### src/rtl/jk_bank_sched_if.sv
// Requester/response bus for jk_bank_sched: per-requester valid/ready/op/mask
// plus the shared response channel.
interface jk_bank_sched_if #(
   parameter int unsigned W    = 4,
   parameter int unsigned NREQ = 3,
   parameter int unsigned IDW  = 2
);
   logic [NREQ-1:0]   req_valid;
   logic [NREQ-1:0]   req_ready;
   logic [2*NREQ-1:0] req_op;
   logic [W*NREQ-1:0] req_mask;
   logic              rsp_valid;
   logic [IDW-1:0]    rsp_id;
   logic [W-1:0]      rsp_q;

   modport master (
      output req_valid, req_op, req_mask,
      input  req_ready, rsp_valid, rsp_id, rsp_q
   );

   modport slave (
      input  req_valid, req_op, req_mask,
      output req_ready, rsp_valid, rsp_id, rsp_q
   );
endinterface

### src/rtl/jk_bank_sched.sv
// Round-robin scheduler sharing one bank of JK flip-flops between requesters;
// clears the bank on reset, applies one JK command per grant, returns the new q.
module jk_bank_sched #(
   parameter int unsigned W    = 4,
   parameter int unsigned NREQ = 3,
   parameter int unsigned IDW  = 2
) (
   input  logic         clk,
   input  logic         rst,
   jk_bank_sched_if.slave bus,
   output logic [W-1:0] j_out,
   output logic [W-1:0] k_out,
   input  logic [W-1:0] q_in,
   output logic         busy
);

   typedef enum logic [1:0] {
      S_INIT    = 2'd0,
      S_IDLE    = 2'd1,
      S_APPLY   = 2'd2,
      S_CAPTURE = 2'd3
   } state_t;

   state_t          r_state;
   state_t          w_state_nxt;
   logic [IDW-1:0]  r_ptr;
   logic [1:0]      r_op;
   logic [W-1:0]    r_mask;
   logic [IDW-1:0]  r_id;
   logic            r_rsp_valid;
   logic [IDW-1:0]  r_rsp_id;
   logic [W-1:0]    r_rsp_q;

   logic            w_lo_any;
   logic [IDW-1:0]  w_lo_id;
   logic            w_hi_any;
   logic [IDW-1:0]  w_hi_id;
   logic            w_gnt_any;
   logic [IDW-1:0]  w_gnt_id;
   logic [1:0]      w_gnt_op;
   logic [W-1:0]    w_gnt_mask;
   logic [IDW-1:0]  w_ptr_nxt;
   logic [NREQ-1:0] w_ready;
   logic            w_accept;

   // Lowest valid index at/after the pointer wins; otherwise wrap to lowest overall.
   always_comb begin
      w_lo_any   = 1'b0;
      w_lo_id    = '0;
      w_hi_any   = 1'b0;
      w_hi_id    = '0;
      w_gnt_op   = '0;
      w_gnt_mask = '0;
      for (int i = NREQ - 1; i >= 0; i--) begin
         if (bus.req_valid[i]) begin
            w_lo_any = 1'b1;
            w_lo_id  = IDW'(i);
            if (IDW'(i) >= r_ptr) begin
               w_hi_any = 1'b1;
               w_hi_id  = IDW'(i);
            end
         end
      end
      w_gnt_any = w_lo_any;
      w_gnt_id  = w_hi_any ? w_hi_id : w_lo_id;
      for (int i = 0; i < NREQ; i++) begin
         if (w_gnt_id == IDW'(i)) begin
            w_gnt_op   = bus.req_op[2*i +: 2];
            w_gnt_mask = bus.req_mask[W*i +: W];
         end
      end
      w_ptr_nxt = (32'(w_gnt_id) == NREQ - 1) ? '0 : w_gnt_id + IDW'(1);
   end

   // State register
   always_ff @(posedge clk) begin
      if (rst) r_state <= S_INIT;
      else     r_state <= w_state_nxt;
   end

   // Next state and bank/handshake decode
   always_comb begin
      w_state_nxt = r_state;
      j_out       = '0;
      k_out       = '0;
      w_ready     = '0;
      busy        = 1'b1;
      unique case (r_state)
         S_INIT: begin
            k_out       = '1;
            w_state_nxt = S_IDLE;
         end
         S_IDLE: begin
            busy = 1'b0;
            if (w_gnt_any) begin
               for (int i = 0; i < NREQ; i++) begin
                  if (w_gnt_id == IDW'(i)) w_ready[i] = 1'b1;
               end
               w_state_nxt = S_APPLY;
            end
         end
         S_APPLY: begin
            j_out       = r_mask & {W{r_op[1]}};
            k_out       = r_mask & {W{r_op[0]}};
            w_state_nxt = S_CAPTURE;
         end
         S_CAPTURE: begin
            w_state_nxt = S_IDLE;
         end
         default: begin
            w_state_nxt = S_INIT;
         end
      endcase
   end

   assign w_accept = (r_state == S_IDLE) && |(bus.req_valid & w_ready);

   // Command latch, rr pointer and response registers
   always_ff @(posedge clk) begin
      if (rst) begin
         r_ptr       <= '0;
         r_op        <= '0;
         r_mask      <= '0;
         r_id        <= '0;
         r_rsp_valid <= 1'b0;
         r_rsp_id    <= '0;
         r_rsp_q     <= '0;
      end else begin
         r_rsp_valid <= (r_state == S_CAPTURE);
         if (r_state == S_CAPTURE) begin
            r_rsp_q  <= q_in;
            r_rsp_id <= r_id;
         end
         if (w_accept) begin
            r_op   <= w_gnt_op;
            r_mask <= w_gnt_mask;
            r_id   <= w_gnt_id;
            r_ptr  <= w_ptr_nxt;
         end
      end
   end

   assign bus.req_ready = w_ready;
   assign bus.rsp_valid = r_rsp_valid;
   assign bus.rsp_id    = r_rsp_id;
   assign bus.rsp_q     = r_rsp_q;

endmodule
### src/flat_wrapper.sv
// flat-port wrapper written by rule: the top's interface ports become plain ports
module jk_bank_sched_flat 
#(
   parameter int unsigned W    = 4,
   parameter int unsigned NREQ = 3,
   parameter int unsigned IDW  = 2
)
  (clk, rst, j_out, k_out, q_in, busy, bus_req_valid, bus_req_op, bus_req_mask, bus_req_ready, bus_rsp_valid, bus_rsp_id, bus_rsp_q);
  jk_bank_sched_if #(.W(W), .NREQ(NREQ), .IDW(IDW)) bus_i ();
  input  logic clk;
  input  logic rst;
  output logic [W-1:0] j_out;
  output logic [W-1:0] k_out;
  input  logic [W-1:0] q_in;
  output logic busy;
  input wire logic [$bits(bus_i.req_valid)-1:0] bus_req_valid;
  input wire logic [$bits(bus_i.req_op)-1:0] bus_req_op;
  input wire logic [$bits(bus_i.req_mask)-1:0] bus_req_mask;
  output wire logic [$bits(bus_i.req_ready)-1:0] bus_req_ready;
  output wire logic [$bits(bus_i.rsp_valid)-1:0] bus_rsp_valid;
  output wire logic [$bits(bus_i.rsp_id)-1:0] bus_rsp_id;
  output wire logic [$bits(bus_i.rsp_q)-1:0] bus_rsp_q;
  assign bus_i.req_valid = bus_req_valid;
  assign bus_i.req_op = bus_req_op;
  assign bus_i.req_mask = bus_req_mask;
  assign bus_req_ready = bus_i.req_ready;
  assign bus_rsp_valid = bus_i.rsp_valid;
  assign bus_rsp_id = bus_i.rsp_id;
  assign bus_rsp_q = bus_i.rsp_q;
  jk_bank_sched #(.W(W), .NREQ(NREQ), .IDW(IDW)) u_core (.clk(clk), .rst(rst), .bus(bus_i), .j_out(j_out), .k_out(k_out), .q_in(q_in), .busy(busy));
endmodule
### config.mk
export PLATFORM = sky130hd
export DESIGN_NAME = jk_bank_sched_flat
export DESIGN_NICKNAME = d
export VERILOG_FILES = /design/src/rtl/jk_bank_sched_if.sv /design/src/rtl/jk_bank_sched.sv /design/src/flat_wrapper.sv
export SDC_FILE = /design/constraint.sdc
export NUM_CORES = 1
export LEC_CHECK = 0
export CORE_MARGIN = 3
export CORE_UTILIZATION = 30
export CTS_BUF_LIST = sky130_fd_sc_hd__clkbuf_4
export CTS_CLUSTER_SIZE = 30
export DETAILED_ROUTE_END_ITERATION = 8
export SYNTH_ARGS = -nofsm -noshare
export SYNTH_HDL_FRONTEND = slang
export SYNTH_SLANG_ARGS = --single-unit
export TNS_END_PERCENT = 100
### constraint.sdc
create_clock -name clk -period 1.7 [get_ports clk]
set_clock_uncertainty 0.05 [all_clocks]
set_input_delay 0.255 -clock clk [delete_from_list [all_inputs] [get_ports clk]]
set_output_delay 0.255 -clock clk [all_outputs]
set_load 0.02 [all_outputs]
==> results.ini, run 1 <==
[cts]
clockBufferDepth = 2
clk_pin_slew_ps = 100
h-tree-depth = 1
cts_hold_buf = 0
cts-root-buf = clkbuf_4
clk_latency_ps = 290
cts_sinks = 19
numCtsBuffers = 3
cts_tree = done

[flow_run]
cap_violations = 0

[cells_and_area]
sequential_cell_area_sq_um = 390
most-common-layout-cells = buf_4 (33), clkdlybuf4s50_1 (30), nor2_1 (17), dfxtp_1 (15), nand2_1 (10)
fin_util_pct = 52.2
drive_gt1_share_pct = 40.0
design_area_sq_mm = 0.00194
n_antenna_cell = 0
multi_input_area_sq_um = 764
final_common_cell = buf_4
nets = 232
nFillCells = 366
syn2layout_area_growth_pct = 66.2

[global_route]
grt_pass1_vias = 1213
grt_first_pass_wirelength_mm = 5.60
grt_max_degree = 12
grt_use_total_pct = 16.1
overflow = 0
antenna_found_initial = 0

[floorplan]
fp-row-count = 22
core_area_sq_mm = 0.00372
die_y_microns = 68.4
die_w_microns = 68.4
start_util_pct = 31.4
io_pins = 46
fp.dieArea_sq_mm = 0.00468

[timing]
max_freq_ghz = 0.575
maxSlewViolCount = 0
min_period_ps = 1740
fin_crit_sh_pct = 102
setup_ws_ps = -39.9
slew_headroom_pct = 74.0
rsz0062_at_grt = true
final_hold_viol_count = 0
final-setup-viol-count = 2
worst_pin_slew_ps = 390

[setup_path]
cp-start-kind = flop
cp_data_arrival_time_ps = 1430
required_ps = 1390
critPathCaptureType = output pin
crit_fanout = 6
path_class = flop to output pin

[pwr]
p_leak_uw = 0.000825
total_power_uw = 1630
ir_drop_uv = 274
p_per_area_mw_per_mm2 = 839

[detailed_routing]
drc = 0
wl_per_cell_microns = 14.2
first_pass_iters = 4
routed_wl_mm = 3.51
drt_iter0_markers = 38
vias_per_cell = 4.87
vias = 1207
ant_nets = 0

[worst_hold_path]
hold_path_class = flop to flop

[logic_synthesis]
ys_seq_elements = 19
yosysWarnings = 0
syn-cell-area_sq_mm = 0.00117
synth_cell_types = 40
seq_area_frac_synth_pct = 32.6
syn_inst = 129
synth_area_per_cell_sq_um = 9.05
synth_nets = 160

[placement]
place_ws_ps = -705
hpwl_mm = 2.77
place_congestion = 0.822
portBuffers = 45
dpl-instance-area_sq_mm = 0.00182

[run_status]
status = finished with violations
violations = negative setup slack

==> worst paths after layout <==
check	startpoint	endpoint	slack, ps	depth (start not counted)
max	u_core.r_ptr[1]	bus_req_ready[1]	-40	5
min	u_core.r_id[1]	u_core.r_id[1]	420	2
max reg2reg	u_core.r_ptr[1]	u_core.r_op[1]	120	6
min reg2reg	u_core.r_id[1]	u_core.r_id[1]	420	2
==> cells in the mapped netlist (all sizes together) <==
cell type / number / area [sq um]
a211o: 2 / 17.5
inv: 11 / 41.3
nor3b: 1 / 18.8
nand2: 10 / 37.5
a21bo: 1 / 10.0
ha: 4 / 50.1
or4b: 1 / 10.0
a21o: 1 / 7.51
buf: 6 / 53.8
a22oi: 3 / 22.5
nor3: 1 / 5.00
o21ai: 6 / 41.3
nor2: 18 / 67.6
or2: 3 / 23.8
o31a: 1 / 10.0
o31ai: 1 / 21.3
a31o: 5 / 43.8
a21oi: 5 / 32.5
a211oi: 1 / 7.51
o22ai: 4 / 25.0
nor4b: 2 / 23.8
clkbuf: 1 / 3.75
nor2b: 2 / 12.5
dfxtp: 19 / 380
o21bai: 1 / 18.8
o21ba: 1 / 10.0
and3: 4 / 25.0
a31oi: 1 / 6.26
o221a: 2 / 22.5
mux2i: 6 / 60.1
and2: 2 / 12.5
o41ai: 2 / 32.5
and4bb: 1 / 12.5
==> flip-flops by register name (all words and copies together), names as in the netlist <==
register and count:
u_core.bus.rsp_q 4, u_core.r_mask 4, u_core.bus.rsp_id 2, u_core.r_id 2, u_core.r_op 2, u_core.r_ptr 2, u_core.r_state 2, u_core.bus.rsp_valid 1
==> layout make-up <==
class                      instances  share of cell area [%]
clock buffer                       4                    1.55
inverter                          11                    2.26
multi-input combinational         92                    39.4
sequential                        19                    20.1
tap                               48                    3.09
timing repair buffer              74                    33.6
==> repair_timing <==
item / in CTS / in global routing
setup endpoints to repair: 17 / 12
setup buffers: 1 / 1
pin swaps: 1 / 3
gates resized for setup: 72 / 20
==> metrics by stage <==
step	hold WS [ps]	cells	TNS [ps]
2_1_floorplan	352	129	0
3_3_place_gp	401	242	-5590
3_5_place_dp	412	242	-6360
4_1_cts	427	247	-161
5_1_grt	449	248	-443
6_report	422	248	-67.0
==> worst max-delay path, stage by stage, from the launching register on <==
cell      delay [ps]
dfxtp_4          390
a21bo_1          190
o21bai_4         170
or2_4            240
inv_2             60
buf_6            100
==> kinds of logic (layout without fill, tap and decap cells) <==
logic type               after synthesis  in the layout  share of synthesized area [%]
AND/OR/NAND/NOR                       45             45                           21.3
AO/OA/AOI/OAI                         37             37                           28.2
flip-flops                            19             19                           32.6
buffers and inverters                 18             89                           8.47
multiplexers                           6              6                           5.14
adder cells (fa/ha/maj)                4              4                           4.29
==> routing by layer <==
metal	part of all wire (%)	track usage (%)	wire [microns]
met2	50	28.2	1750
met3	4.3	2.96	152
met4	2.2	8.19	76
met5	0	0	0
met1	44	18.4	1530
==> report_power, final <==
group / switching (uW) / internal, uW
Clock: 135 / 107
Sequential: 47.6 / 503
Combinational: 394 / 441
Power figures use the tool's default switching activity.
==> run 2, diff against run 1 <==
--- a/config.mk
+++ b/config.mk
@@ -10,6 +10,7 @@
 export CTS_BUF_LIST = sky130_fd_sc_hd__clkbuf_4
 export CTS_CLUSTER_SIZE = 30
 export DETAILED_ROUTE_END_ITERATION = 8
+export SKIP_CTS_REPAIR_TIMING = 1
 export SYNTH_ARGS = -nofsm -noshare
 export SYNTH_HDL_FRONTEND = slang
 export SYNTH_SLANG_ARGS = --single-unit
==> run 2 against run 1 <==
The run still ends with negative setup slack left. Global-route usage is 0.23 points lower. Via count down 0.33%. Critical path depth did not move. Utilization rose by 1.4 points. Wire length increased by 3.1%. Cell count increased by 0.40%. Non-clock buffer count up 1. Largest cell class unchanged. Clock power rose by 2%.
==> results.ini, run 2 (synthesis results as in run 1) <==
[setup_path]
crit_fanout = 6  ; unchanged
required_ps = 1390  ; about the same
critPathMaxStageDelay_ps = 390  ; about the same
cp-start-kind = flop
path_cells = a21bo_1 > o21bai_4 > or2_4 > inv_2 > buf_6
crit_buf_inv = 2  ; unchanged
cpLargestDelayFamily = flip-flops
critPathCaptureType = output pin
cp_data_arrival_time_ps = 1460  ; +30 ps
path_class = flop to output pin
slowest_stage = dfxtp_4

[cells_and_area]
n_antenna_cell = 0  ; unchanged
syn2layout_area_growth_pct = 70.6
sequential_cell_area_sq_um = 390  ; unchanged
multi_input_area_sq_um = 781  ; +2.1%
nets = 233  ; +0.43%
final_common_cell = buf_4
fin_util_pct = 53.6  ; +1.4 points
nFillCells = 360  ; -1.6%
drive_gt1_share_pct = 38.8  ; -1.2 points
final_cells = 249  ; +0.40%
most-common-layout-cells = buf_4 (34), clkdlybuf4s50_1 (30), nor2_1 (17), dfxtp_1 (15), nand2_1 (10)

[timing]
min_period_ps = 1770  ; +29.0 ps
tns_ps = -104  ; -37.3 ps
final_hold_viol_count = 0  ; unchanged
final-setup-viol-count = 3  ; +1
worst_pin_slew_ps = 394  ; +4.44 ps
fin_crit_sh_pct = 104  ; +1.7 points
rsz0062_at_grt = true
slew_headroom_pct = 73.7  ; -0.30 points
setup_ws_ps = -68.9  ; -29.0 ps
holdWs_ps = 422  ; +0.658 ps
max_freq_ghz = 0.565  ; -1.6%
maxSlewViolCount = 0  ; unchanged

[placement]
portBuffers = 45  ; unchanged
hpwl_mm = 2.77  ; unchanged
place_congestion = 0.822  ; unchanged
dp.cells = 242  ; unchanged

[global_route]
grt_use_total_pct = 15.9  ; -0.23 points
grt_first_pass_wirelength_mm = 5.54  ; -0.98%
grt_pass1_vias = 1212  ; -0.082%
overflow = 0  ; unchanged
antenna_found_initial = 0  ; unchanged
grt_max_degree = 12  ; unchanged

[floorplan]
die_w_microns = 68.4  ; unchanged
io_pins = 46  ; unchanged
die_y_microns = 68.4  ; unchanged
fp-row-count = 22  ; unchanged
start_util_pct = 31.4  ; unchanged
fp.dieArea_sq_mm = 0.00468  ; unchanged
core_area_sq_mm = 0.00372  ; unchanged

[detailed_routing]
first_pass_iters = 4  ; unchanged
drc = 0  ; unchanged
vias_per_cell = 4.83  ; -0.73%
ant_nets = 0  ; unchanged
vias = 1203  ; -0.33%
routed_wl_mm = 3.62  ; +3.1%
wl_per_cell_microns = 14.5  ; +2.7%
drt_iter0_markers = 29  ; -24%

[cts]
cts_tree = done
numCtsBuffers = 3  ; unchanged
clk_pin_slew_ps = 100  ; about the same
cts-root-buf = clkbuf_4
clk_latency_ps = 290  ; about the same
cts_sinks = 19  ; unchanged
clockBufferDepth = 2  ; unchanged
h-tree-depth = 1  ; unchanged

[run_status]
status = finished with violations
violations = negative setup slack

[pwr]
p_leak_uw = 0.000873  ; +5.8%
ir_drop_uv = 261  ; -4.7%
p_per_area_mw_per_mm2 = 853  ; +1.7%

[flow_run]
cap_violations = 0  ; unchanged

[worst_hold_path]
hold_path_class = flop to flop

## run 2: changes by cell type in the layout (fill, tap and decap cells not counted), moves of 2 or more
cell            delta
dlymetal6s2s_1     +4
a31o_4             +3
buf_2              -2
dlygate4sd2_1      -3
a31o_2             -3
## run 2: power breakdown
group | total, uW | internal [uW] | switching (uW) | leakage [uW]
Combinational | 894 | 489 | 405 | 0.000698
Clock | 247 | 107 | 139 | 0.0000184
Sequential | 559 | 504 | 55.6 | 0.000157
## run 2: final cells by class
class / count / share of cell area (%)
multi-input combinational: 92 / 39.2
timing repair buffer: 75 / 34.4
sequential: 19 / 19.6
tap: 48 / 3.02
inverter: 11 / 2.32
clock buffer: 4 / 1.51
## run 2: path summary, 6_finish.rpt
kind,from,endpoint,slack [ps],depth (start not counted)
setup / recovery,u_core.r_ptr[1],bus_req_ready[1],-70,5
hold / removal,u_core.r_id[1],u_core.r_id[1],420,2
setup reg to reg,u_core.r_ptr[1],u_core.r_mask[0],120,6
hold reg to reg,u_core.r_id[1],u_core.r_id[1],420,2
## run 2: metal layers
metal / GRT usage (%) / up-vias / wire, microns
li1: - / 602 / -
met1: 18.5 / 562 / 1560
met2: 27.7 / 31 / 1810
met3: 2.79 / 8 / 156
met4: 7.69 / 0 / 89
met5: 0 / - / 0
## run 2: tightest hold or removal path: cells and delay by family, from the launching register on
| family | cells | cell delay (ps) |
|---|---|---|
| flops | 1 | 330 |
| compound gates | 1 | 50 |
| simple gates | 1 | 50 |
## run 2: through the flow
step | power, uW | instance area (sq um) | worst slack, ps
2_1_floorplan | 952 | 1170 | 106
3_3_place_gp | 1290 | 1820 | -681
3_5_place_dp | 1310 | 1820 | -705
4_1_cts | 1560 | 1850 | -712
5_1_grt | 1810 | 1990 | -134
6_report | 1700 | 1990 | -68.9
==> variant 1, RTL diff (flow settings as in run 2) <==
Reset style: asynchronous (`rst`), changed in 2 clocked blocks.
--- a/src/rtl/jk_bank_sched.sv
+++ b/src/rtl/jk_bank_sched.sv
@@ -73,7 +73,7 @@
    end
 
    // State register
-   always_ff @(posedge clk) begin
+   always_ff @(posedge clk or posedge rst) begin
       if (rst) r_state <= S_INIT;
       else     r_state <= w_state_nxt;
    end
@@ -116,7 +116,7 @@
    assign w_accept = (r_state == S_IDLE) && |(bus.req_valid & w_ready);
 
    // Command latch, rr pointer and response registers
-   always_ff @(posedge clk) begin
+   always_ff @(posedge clk or posedge rst) begin
       if (rst) begin
          r_ptr       <= '0;
          r_op        <= '0;
Function: differs if rst is asserted again (counterexample within 4 cycles, from zero or initial values and one cycle with rst high); with rst held inactive, the same outputs for 10 cycles.
==> variant 1 against run 2 <==
- the flow still finishes with violations (setup timing)
- sequential power up 54%
- sequential cell count did not move
- via count shrank 20%
- wire length down 27%
- worst hold slack worse by 210 ps
- area after synthesis fell by 12%
- worst setup slack worse by 5.0 ps
- first-iteration DRC count fell by 34%
- total power is 62% higher
- combinational power rose by 86%
- final cell count fell by 19%
- final area decreased by 11%
- largest power group unchanged
==> variant 1: results (changes against run 2) <==
- Status: finished with violations
- Failing checks: setup timing
- Max FO, Critical Path: 5 (-1)
- Comb_multi_in: 66 (-28%)
- Worst setup path end: bus_req_ready[2]
- FF/Latch Area: 479 sq um (+23%)
- Synth area leaders: dfrtp_1 47%, a22oi_1 8.8%, and3_1 6.7%
- GP Congestion: 0.743 (-9.6%)
- Switch Pwr: 1.09 mW (+81%)
- Critical R2R Capture: u_core.r_mask[3]$_DFFE_PP0P_
- Vias in the first global route: 975 (-20%)
- Met2 Usage GRT: 22.0% (-5.6 points)
- Cells after Synth: 94 (-27%)
- Setup violations, final: 6 (+3)
- Sequential share of the synthesized area: 46.5% (+14 points)
- Fill count: 304 (-16%)
- Footprint of the multi-input gates: 582 sq um (-25%)
- Worst path max stage delay: 470 ps (+80 ps)
- Reg-to-reg slack, setup: 100 ps (-20 ps)
- Gr usage total: 13.4% (-2.5 points)
- Post-synth ARST share: 100% (+100 points)
- PnR worst setup slack: -73.9 ps (-4.98 ps)
- DR iter-0 viols: 19 (-34%)
- Pre-CTS WS: -455 ps (+250 ps)
- Non-clk buf share: 34.1% (-0.27 points)
- WL met3: 217 um (+39%)
- Layout net count: 189 (-19%)
- Clock network area share: 1.70% (+0.19 points)
- Post-synth top cells: 19 x dfrtp_1, 12 x a22oi_1, 11 x and3_1
- WL met1: 1.12 mm (-28%)
- Worst slew margin: 80.4% (+6.6 points)
- P_comb: 1.66 mW (+86%)
- Cell accounting for the most synthesized area: dfrtp_1
- DR WL/cell: 13.1 um (-10%)
- Peak supply drop: 0.613 mV (+130%)
- Non-CTS buffers: 64 (-15%)
- Routed vias/inst: 4.78 (-1.1%)
- M1 GR Usage: 16.2% (-2.4 points)
- Share of cells above drive strength 1: 40.8% (+2.0 points)
- GR Layer Usage met3: 3.87% (+1.1 points)
- Largest net degree at the start of global routing: 20 (+8)
- Invs w/o clock: 4 (-7)
- Met2 Wirelength: 1.25 mm (-31%)
- Vias: 960 (-20%)
- Worst hold path type: in -> async
- R2r startpoint: u_core.r_ptr[1]$_DFFE_PP0P_
-- variant 1: changes by cell type in the layout (fill, tap and decap cells not counted), sizes merged, moves of 5 or more --
| cell | change |
|---|---|
| a22oi | +9 |
| nor2 | -17 |
| mux2i | -6 |
| dfrtp | +19 |
| a21oi | -5 |
| dfxtp | -19 |
| buf | -12 |
| mux2 | +6 |
| inv | -7 |
| nand2 | -6 |
| and3 | +7 |
-- variant 1: cells by family after synthesis --
logic type / synth area share (%)
mux: 6.61
compound gates: 22.4
fa+ha+maj: 4.90
flops: 46.5
buf+inv: 4.16
simple gates: 15.4
-- variant 1: tightest hold or removal path, cell delays in order --
cell and delay [ps]:
clkdlybuf4s50_1 400, inv_1 50, buf_4 250
-- variant 1: through the flow --
stage               setup TNS (ps)  power [mW]  util [%]  cell area [sq um]
floorplan                        0        1.66         -               1020
global placement             -3300        2.29      51.4               1620
detailed placement           -4030        2.33      51.4               1620
CTS                          -6400        2.57      52.3               1650
global route                  -653        2.97      56.0               1770
finish                        -151        2.76      56.0               1770
==> variant 2, RTL diff (settings of run 2) <==
Without the edit above. `NREQ` is set to 3 in 3 places; all go to 5.
--- a/src/rtl/jk_bank_sched_if.sv
+++ b/src/rtl/jk_bank_sched_if.sv
@@ -2,7 +2,7 @@
 // plus the shared response channel.
 interface jk_bank_sched_if #(
    parameter int unsigned W    = 4,
-   parameter int unsigned NREQ = 3,
+   parameter int unsigned NREQ = 5,
    parameter int unsigned IDW  = 2
 );
    logic [NREQ-1:0]   req_valid;
--- a/src/rtl/jk_bank_sched.sv
+++ b/src/rtl/jk_bank_sched.sv
@@ -2,7 +2,7 @@
 // clears the bank on reset, applies one JK command per grant, returns the new q.
 module jk_bank_sched #(
    parameter int unsigned W    = 4,
-   parameter int unsigned NREQ = 3,
+   parameter int unsigned NREQ = 5,
    parameter int unsigned IDW  = 2
 ) (
    input  logic         clk,
--- a/src/flat_wrapper.sv
+++ b/src/flat_wrapper.sv
@@ -2,7 +2,7 @@
 module jk_bank_sched_flat 
 #(
    parameter int unsigned W    = 4,
-   parameter int unsigned NREQ = 3,
+   parameter int unsigned NREQ = 5,
    parameter int unsigned IDW  = 2
 )
   (clk, rst, j_out, k_out, q_in, busy, bus_req_valid, bus_req_op, bus_req_mask, bus_req_ready, bus_rsp_valid, bus_rsp_id, bus_rsp_q);
Interface: changed (resized bus_req_mask, bus_req_op, bus_req_ready and bus_req_valid); port bits go from 46 to 62. No check against the original RTL was run, so the function may have changed too.
==> variant 2 against run 2 <==
- the flow still finishes with violations (setup timing)
- largest power group unchanged
- sequential power fell by 5.9%
- total power decreased by 4.2%
- worst setup slack worse by 490 ps
- sequential cell count did not move
- critical path depth grew 5
- area after synthesis rose by 3.8%
- final area up 18%
- wire length rose by 7.0%
==> variant 2: results (changes against run 2) <==
- Adder-cell share of the synthesized area: 8.26% (+4.0 points)
- Mapped Nets: 198 (+24%)
- Top FF cell, synth: dfxtp_1
- Gr usage total: 15.0% (-0.89 points)
- TritonCTS Buffers: 3 (unchanged)
- Synth area leaders: dfxtp_1 31%, ha_1 8.3%, nor2_1 6.8%
- Largest net degree at the start of global routing: 13 (+1)
- Count of antenna diodes in the layout: 0 (unchanged)
- DR WL/cell: 13.5 um (-7.2%)
- Sequential share of the synthesized area: 31.4% (-1.2 points)
- Total Routed Length: 3.87 mm (+7.0%)
- IO buf count: 55 (+22%)
- Fin Setup TNS: -7590 ps (-7490 ps)
- Status: finished with violations
- GP Congestion: 0.761 (-7.4%)
- Vias in the first global route: 1,361 (+12%)
- Layout net count: 289 (+24%)
- Hold Crit Depth: 2 (unchanged)
- Post-synthesis cell type count: 30 (-25%)
- Post-synth top cells: 22 x nor2_1, 19 x dfxtp_1, 12 x a21oi_1
- Avg Cell Area, Syn: 8.13 sq um (-10%)
- CP max stage cell: dfxtp_4
- Compound-Gate Fraction of Synth Area: 26.3% (-1.8 points)
- Failing checks: setup timing
- Mux cell area share after synthesis: 6.61% (+1.5 points)
- Delay-heaviest family, CP: compound AO/OA/AOI/OAI gates
- Placed Cells: 272 (+12%)
- Clock H-tree levels: 1 (unchanged)
- Post-synth ARST share: 0% (unchanged)
- Switching part of the total power: 34.9% (-0.39 points)
- Peak supply drop: 0.476 mV (+82%)
- DR pass1 iterations: 4 (unchanged)
- FF-to-FF path depth: 10 (+4)
- Leakage: 1.00 nW (+15%)
- CP arrival: 2390 ps (+930 ps)
- Clock buffer depth: 2 (unchanged)
- DR iter-0 viols: 37 (+28%)
- First-pass GRT wire length: 6.04 mm (+9.1%)
- Max FO, Critical Path: 6 (unchanged)
- PnR worst setup slack: -563 ps (-494 ps)
- Dpl hpwl: 2.92 mm (+5.7%)
- Routed vias/inst: 4.87 (+0.89%)
- Share of cells above drive strength 1: 45.6% (+6.8 points)
- Slew @ Worst Pin: 373 ps (-21.5 ps)
- Setup violations, final: 18 (+15)
variant 2: cell families after synthesis:
kind of cell    count (synthesis)
simple gates                   50
compound gates                 44
buf+inv                        20
flops                          19
mux                             8
fa+ha+maj                       8
variant 2: final timing paths:
kind	startpoint	to	slack (ps)
worst min register to register	u_core.r_id[1]$_SDFFE_PP0P_	u_core.r_id[1]$_SDFFE_PP0P_	410
worst max-delay path	u_core.r_ptr[1]$_SDFFE_PP0P_	u_core.r_id[1]$_SDFFE_PP0P_	-560
worst min-delay path	u_core.r_id[1]$_SDFFE_PP0P_	u_core.r_id[1]$_SDFFE_PP0P_	410
worst max register to register	u_core.r_ptr[1]$_SDFFE_PP0P_	u_core.r_id[1]$_SDFFE_PP0P_	-560
variant 2: power groups by stage:
stage | registers [mW] | logic [mW] | clock network [mW]
finish | 0.526 | 0.866 | 0.236
global route | 0.532 | 0.936 | 0.275
CTS | 0.514 | 0.674 | 0.251
detailed placement | 0.524 | 0.671 | 0
global placement | 0.521 | 0.657 | 0
floorplan | 0.525 | 0.379 | 0
variant 2: routing by layer:
layer,track usage (%),vias up,part of all wire [%]
met2,27.1,29,53
li1,-,705,-
met5,0,-,0
met4,3.69,0,2.5
met1,17.3,655,41
met3,4.20,10,3.8
variant 2: layout make-up:
cell class	instances	area, sq um
Timing Repair Buffer	96	878
Clock buffer	4	30.0
Fill cell	332	1410
Tap cell	48	60.1
Sequential cell	19	387
Multi-Input combinational cell	110	960
Inverter	10	45.0
variant 2: stage by stage:
stage	util (%)	area, sq um	worst slack [ps]
after detailed placement	53.6	2020	-1050
after global placement	53.6	2020	-918
after CTS	54.4	2050	-1010
after floorplan	-	1280	-559
final	62.6	2360	-563
after global routing	62.6	2360	-655
